File: src/rtl/lb_reset_pkg.sv
// Shared constants for the PicoBlaze reset sequencer.
// State encoding, reset-cause codes and a width helper.
package lb_reset_pkg;

  localparam logic [1:0] SYNC    = 2'd0;
  localparam logic [1:0] STRETCH = 2'd1;
  localparam logic [1:0] RELEASE = 2'd2;
  localparam logic [1:0] DONE    = 2'd3;

  localparam logic CAUSE_POR = 1'b0;
  localparam logic CAUSE_SW  = 1'b1;

  function automatic int max(input int a, input int b);
    return (a > b) ? a : b;
  endfunction

endpackage

File: src/rtl/lb_reset_sync.sv
// Async-assert / sync-deassert reset synchroniser chain.
// rst_arm is the D input of the last flop (high one edge early).
module lb_reset_sync #(
  parameter int STAGES = 2
) (
  input  logic clk,
  input  logic resetb,
  output logic rst_sync,
  output logic rst_arm
);

  logic [STAGES-1:0] chain;

  always_ff @(posedge clk or negedge resetb) begin
    if (!resetb) begin
      chain <= '0;
    end else begin
      chain <= {chain[STAGES-2:0], 1'b1};
    end
  end

  assign rst_sync = chain[STAGES-1];
  assign rst_arm  = chain[STAGES-2];

endmodule

File: src/rtl/lb_reset_sequencer.sv
// Staged multi-domain reset controller with stretch counter
// and a chip-select qualified software reset request.
module lb_reset_sequencer
  import lb_reset_pkg::*;
#(
  parameter int SYNC_STAGES    = 2,
  parameter int STRETCH_CYCLES = 16,
  parameter int STEP_CYCLES    = 8,
  parameter int NUM_OUT        = 4
) (
  input  logic               clk,
  input  logic               resetb,
  input  logic               cs,
  input  logic               sw_reset_req,
  output logic [NUM_OUT-1:0] system_reset,
  output logic               reset_done,
  output logic               reset_cause
);

  localparam int CW =
    max(1, $clog2(max(STRETCH_CYCLES, STEP_CYCLES)));
  localparam int IW =
    (NUM_OUT > 1) ? $clog2(NUM_OUT) : 1;

  localparam logic [CW-1:0] ST_LAST =
    CW'(STRETCH_CYCLES - 1);
  localparam logic [CW-1:0] STEP_LAST =
    CW'(STEP_CYCLES - 1);
  localparam logic [IW-1:0] IDX_LAST =
    IW'(NUM_OUT - 1);
  localparam logic [NUM_OUT-1:0] ONE = 1;

  logic          rst_sync;
  logic          rst_arm;
  logic [1:0]    state;
  logic [CW-1:0] cnt;
  logic [IW-1:0] idx;
  logic          in_sync;
  logic          in_stretch;
  logic          in_release;
  logic          in_done;
  logic          sw_go;

  lb_reset_sync #(
    .STAGES(SYNC_STAGES)
  ) u_sync (
    .clk     (clk),
    .resetb  (resetb),
    .rst_sync(rst_sync),
    .rst_arm (rst_arm)
  );

  assign in_sync    = (state == SYNC);
  assign in_stretch = (state == STRETCH);
  assign in_release = (state == RELEASE);
  assign in_done    = (state == DONE);

  assign sw_go = cs && sw_reset_req && rst_sync &&
                 (in_release || in_done);

  // SYNC exits on the edge rst_sync rises, so that edge is the
  // first stretch cycle and bit 0 falls at SYNC_STAGES+STRETCH.
  always_ff @(posedge clk or negedge resetb) begin
    if (!resetb) begin
      state        <= SYNC;
      cnt          <= '0;
      idx          <= IW'(1);
      system_reset <= '1;
      reset_done   <= 1'b0;
      reset_cause  <= CAUSE_POR;
    end else if (sw_go) begin
      state        <= STRETCH;
      cnt          <= '0;
      system_reset <= '1;
      reset_done   <= 1'b0;
      reset_cause  <= CAUSE_SW;
    end else begin
      unique case (1'b1)
        in_sync: begin
          if (rst_arm) begin
            state <= STRETCH;
            cnt   <= '0;
          end
        end
        in_stretch: begin
          if (cnt == ST_LAST) begin
            system_reset <= system_reset & ~ONE;
            cnt          <= '0;
            idx          <= IW'(1);
            if (NUM_OUT == 1) begin
              state      <= DONE;
              reset_done <= 1'b1;
            end else begin
              state <= RELEASE;
            end
          end else begin
            cnt <= cnt + CW'(1);
          end
        end
        in_release: begin
          if (cnt == STEP_LAST) begin
            system_reset <= system_reset & ~(ONE << idx);
            cnt          <= '0;
            idx          <= idx + IW'(1);
            if (idx == IDX_LAST) begin
              state      <= DONE;
              reset_done <= 1'b1;
            end
          end else begin
            cnt <= cnt + CW'(1);
          end
        end
        in_done: begin
        end
        default: begin
        end
      endcase
    end
  end

endmodule

File: config.mk
export PLATFORM = sky130hd
export DESIGN_NAME = lb_reset_sequencer
export DESIGN_NICKNAME = d
export VERILOG_FILES = /design/src/rtl/lb_reset_pkg.sv /design/src/rtl/lb_reset_sync.sv /design/src/rtl/lb_reset_sequencer.sv
export SDC_FILE = /design/constraint.sdc
export NUM_CORES = 1
export LEC_CHECK = 0
export CAP_MARGIN = 0
export CORE_MARGIN = 3
export CORE_UTILIZATION = 40
export DETAILED_ROUTE_END_ITERATION = 6
export SYNTH_ARGS = -nofsm -noshare
export SYNTH_HDL_FRONTEND = slang
export SYNTH_SLANG_ARGS = --single-unit
File: constraint.sdc
create_clock -name clk -period 4 [get_ports clk]
set_input_delay 0.8 -clock clk [delete_from_list [all_inputs] [get_ports clk]]
set_output_delay 0.8 -clock clk [all_outputs]
set_load 0.05 [all_outputs]
==> impl_metrics.tcl, run 1 <==
set metrics [dict create \
    layout_min_cycle_time_ps 2408 \
    drv_slew 0 \
    grt_start_max_net_pins 17 \
    fp.dieH_um 55.17 \
    yosysSeqAreaShare_pct 42.04 \
    placed_cells 126 \
    design.final.nets 118 \
    routedWlPerCell_um 13.10 \
    vias 685 \
    die-area_sq_um 3044 \
    cts_resized 0 \
    fp.dieW_um 55.17 \
    critPathMaxFanout 2 \
    ant_nets 0 \
    place.gp.congestion 0.7668 \
    port_buffers 9 \
    drt_first_pass_iters 4 \
    powerDensity_nw_per_um2 668.4 \
    drt_iter0_drc 12 \
    worstPathRequired_ps 3200 \
    path_delay_family "buffers and inverters" \
    avgSynthCellArea_sq_um 10.63 \
    drive_above_1_share_pct 15.69 \
    synthTopCellsByCount "11 x dfrtp_1, 11 x ha_1, 8 x nand2_1, 6 x inv_1" \
    slowest_stage "clkdlybuf4s50_1" \
    cp_num_buf_inv 1 \
    hold_start "u_sync.chain[0]" \
    syn_nets 106 \
    dp_hpwl_um 1313 \
    crit_type "reg -> out" \
    startpoint "system_reset[1]" \
    drt_wl_total_um 1703 \
    synthFlopType "dfrtp_1" \
    yosysTopAreaCellShare_pct 28.46 \
    cts_setup_buffers 0 \
    status "completed" \
    clock-root-buffer "clkbuf_4" \
    grt_overflow_total 0 \
    finalSetupTns_ps 0 \
    clk_path_buf_depth 2 \
    max_freq_mhz 415.3 \
    cp_cell_sequence "clkdlybuf4s50_1" \
    cap_violations 0 \
    reg2reg_slack_ps 2080 \
    finalClockSkew_ps 8.313 \
    synth_cell_types 38 \
    cts_hold_buf 0 \
    cts_tree "done" \
    fin_crit_sh_pct 60.20 \
    netlist_area_sq_um 967.2 \
    crit_path_max_incr_delay_ps 800 \
    rsz0062_at_grt "no" \
    drcViolationCount 0 \
    synth_edf_count 0 \
    regToRegStartpoint "state[0]" \
    grt_first_pass_wirelength_um 2987 \
    htreeDepth 1 \
    antenna_found_initial 0 \
    via_per_inst 5.269 \
    setup_viol 0 \
    synthTopCellsByArea "dfrtp_1 28%, ha_1 14%, dfstp_2 14%, mux2i_1 5.2%, nand2_1 3.1%" \
    grt_use_total_pct 13.86 \
    end_kind "output pin" \
    p_leak_uw 0.0004883 \
    numCtsBuffers 3 \
    hp-class "reg -> reg" \
    postSynthCellCount 91 \
    yosysTopAreaCell "dfrtp_1" \
    clk_latency_ps 280 \
    start_util_pct 42.90 \
    relSlewSlack_pct 52.36 \
    clock_sinks 16 \
    critPathLaunchType "flop" \
    clkSlewWorstSetupHoldPaths_ps 80 \
    max-vdd-ir-drop_v 0.0004710 \
    area_delta_synth_final_pct 13.71 \
    cp.arrival_ps 1610 \
    rows 17 \
    p_total_uw 735.2 \
    synth_seq_cells 16 \
    grt_pass1_vias 655 \
    n_fill_cell 233 \
    diodes 0 \
    ys_async_sr_fraction_pct 100.0 \
    yosys_warnings 0 \
    stdcell_count 130 \
    finish.utilization_pct 48.78 \
    hold_viol 0 \
    worstMarginPinSlew_ps 712.3 \
    ios 10 \
    core_area_sq_um 2255 \
]
kinds of logic (layout without fill, tap and decap cells):
kind of cell	after synthesis	in the layout	share of synthesized area (%)
adders and majority gates	11	11	14.23
muxes	6	6	6.339
and+or+nand+nor	31	31	17.47
other	1	1	0.3877
AOI/OAI and AO/OA	18	18	15.27
DFF	16	16	42.04
buffers and inverters	8	19	4.269
layer usage:
| layer | GRT usage (%) | share of wire (%) |
|---|---|---|
| met4 | 7.287 | 1.1 |
| met5 | 0 | 0 |
| met1 | 19.14 | 49 |
| met2 | 20.47 | 47 |
| met3 | 2.413 | 2.9 |
state kept, by name, summed over array words and instances, names as in the netlist:
register      cells
cnt               4
system_reset      4
idx               2
state             2
u_sync.chain      2
reset_cause       1
reset_done        1
cells in the final DEF (no fill, tap or decap), types with 2 or more instances in the layout:
cell type         n
clkdlybuf4s50_1   9
ha_1             11
nand3_1           5
inv_1             6
dfstp_2           5
nand2_1           8
mux2i_1           5
dfrtp_1          11
nor2_1            5
or2_2             2
a21o_1            3
and2_1            3
clkbuf_4          3
worst paths after layout:
kind                              endpoint  depth (start not counted)
setup / recovery           system_reset[1]                          1
hold / removal             u_sync.chain[1]                          0
setup reg to reg                    idx[0]                          5
hold reg to reg            u_sync.chain[1]                          0
max in group asynchronous         state[0]                          1
min in group asynchronous           cnt[0]                          1
per-stage QoR:
| step | worst slack, ps | cell area [sq um] | hold slack, ps |
|---|---|---|---|
| 2_1_floorplan | 2365 | 967.2 | 354.3 |
| 3_3_place_gp | 1794 | 1074 | 364.1 |
| 3_5_place_dp | 1758 | 1074 | 367.7 |
| 4_1_cts | 1574 | 1100 | 388.1 |
| 5_1_grt | 1533 | 1100 | 406.5 |
| 6_report | 1592 | 1100 | 381.8 |
power by group:
group / internal [uW] / switching [uW] / total [uW] / leakage [uW]
Sequential: 218 / 29.9 / 248 / 0.000190
Combinational: 152 / 250 / 402 / 0.000283
Clock: 38.6 / 47.0 / 85.7 / 0.0000150
Total: 409 / 326 / 735 / 0.000488
final cells by class:
| class | instances | area, sq um | share of cell area (%) |
|---|---|---|---|
| inverters | 6 | 22.52 | 2.048 |
| well taps | 28 | 35.03 | 3.185 |
| multi-input cells | 67 | 519.2 | 47.21 |
| clock buffers | 4 | 26.28 | 2.389 |
| flip-flops and latches | 16 | 406.6 | 36.97 |
| repair buffers | 9 | 90.09 | 8.191 |
(Power assumes the default switching activity.)
==> run 2: changes to the inputs <==
- clock period: 4 -> 2.2 ns (I/O delays scaled with it)
==> impl_metrics.tcl, run 2 (synthesized netlist as in run 1, its figures left out) <==
set metrics [dict create \
    status "completed" \
    rsz0062_at_grt "no" \
    critPathMaxFanout 2 \
    worstPathRequired_ps 1760 \
    setup_slack_ps 130.8 \
    crit_type "reg -> out" \
    largestRegisters "cnt (4), system_reset (4)" \
    internal_power_uw 774.0 \
    ios 10 \
    worstMarginPinSlew_ps 496.6 \
    cp_cell_sequence "clkdlybuf4s50_1" \
    place.gp.congestion 0.7705 \
    clkSlewWorstSetupHoldPaths_ps 110 \
    cap_violations 0 \
    path_delay_family "buffers and inverters" \
    critPathLaunchType "flop" \
    p_leak_uw 0.0004991 \
    clock-root-buffer "clkbuf_4" \
    clkPwrFrac_pct 14.6 \
    grt_first_pass_wirelength_um 3167 \
    place_ws_ps 280.4 \
    dp_hpwl_um 1380 \
    cts_resized 0 \
    start_util_pct 42.90 \
    cp_num_buf_inv 1 \
    fin_crit_sh_pct 94.05 \
    clk_path_buf_depth 2 \
    combPwrFrac_pct 53.0 \
    slowest_stage "clkdlybuf4s50_1" \
    antenna_found_initial 0 \
    drive_above_1_share_pct 17.48 \
    ant_nets 0 \
    grt_use_total_pct 15.24 \
    area_delta_synth_final_pct 15.52 \
    cts_hold_buf 0 \
    rows 17 \
    port_buffers 9 \
    htreeDepth 1 \
    sequentialPowerShare_pct 32.4 \
    design.final.nets 119 \
    grt_start_max_net_pins 17 \
    finalSetupTns_ps 0 \
    grt_overflow_total 0 \
    hp-class "reg -> reg" \
    cp.arrival_ps 1630 \
    setup_viol 0 \
    crit_path_max_incr_delay_ps 800 \
    final_cell_area_sq_um 1117 \
    end_kind "output pin" \
    drt_wl_total_um 1905 \
    grt_pass1_vias 701 \
    switchingPower_uw 619.2 \
    drt_iter0_drc 28 \
    layout_min_cycle_time_ps 2069 \
    fp.dieH_um 55.17 \
    fp.dieW_um 55.17 \
    routedWlPerCell_um 14.54 \
    final_cell_mix "11 x ha_1, 11 x dfrtp_1, 9 x clkdlybuf4s50_1, 8 x nand2_1, 6 x inv_1" \
    drv_slew 0 \
    cts_tree "done" \
    die-area_sq_um 3044 \
    relSlewSlack_pct 66.79 \
    diodes 0 \
    switching_share_pct 44.44 \
    max-vdd-ir-drop_v 0.0008775 \
    finalClockSkew_ps 16.83 \
    clk_latency_ps 300 \
    cts_setup_buffers 0 \
    vias 697 \
    max_freq_mhz 483.3 \
    drcViolationCount 0 \
    place_area_sq_um 1081 \
    drt_first_pass_iters 4 \
    core_area_sq_um 2255 \
    whs_ps 399.5 \
    numCtsBuffers 3 \
    powerDensity_nw_per_um2 1247 \
    hold_viol 0 \
    clock_sinks 16 \
    via_per_inst 5.321 \
]
-- run 2: worst paths after layout --
| check | cells after the start | slack, ps | to | from |
|---|---|---|---|---|
| max | 1 | 130 | system_reset[1] | system_reset[1] |
| max reg2reg | 6 | 240 | cnt[2] | state[0] |
| max in group asynchronous | 2 | 1490 | system_reset[0] | resetb |
| min reg2reg | 0 | 400 | u_sync.chain[1] | u_sync.chain[0] |
| min in group asynchronous | 2 | 440 | cnt[2] | resetb |
| min | 0 | 400 | u_sync.chain[1] | u_sync.chain[0] |
-- run 2: per-layer routing --
layer | GRT usage [%] | up-vias | wire length (um)
li1 | - | 339 | -
met1 | 18.94 | 341 | 922
met2 | 23.82 | 15 | 891
met3 | 5.630 | 2 | 76
met4 | 6.073 | 0 | 14
met5 | 0 | - | 0
-- run 2: area by class of cell --
class                   instances  area (sq um)
clock buffers                   4         36.28
fillers                       223          1137
inverters                       6         22.52
multi-input cells              67         519.2
flip-flops and latches         16         406.6
well taps                      28         35.03
repair buffers                 10         97.59
-- run 2: power by group through the flow --
stage               sequential, uW  combinational (uW)  clock, uW
global route                   462                 810        219
CTS                            453                 740        211
detailed placement             457                 736          0
floorplan                      607                 412          0
finish                         452                 738        203
global placement               454                 736          0
-- run 2: stage by stage --
step | total power, uW | cells | util [%]
floorplan | 1019 | 91 | -
global placement | 1190 | 127 | 47.95
detailed placement | 1193 | 127 | 47.95
CTS | 1404 | 131 | 49.56
global route | 1492 | 131 | 49.56
finish | 1393 | 131 | 49.56
==> run 3: changes to the inputs <==
- CTS_CLUSTER_SIZE: unset -> 28
==> results of run 3 <==
Same layout as run 2: the final DEF is identical, and so are final timing and power.
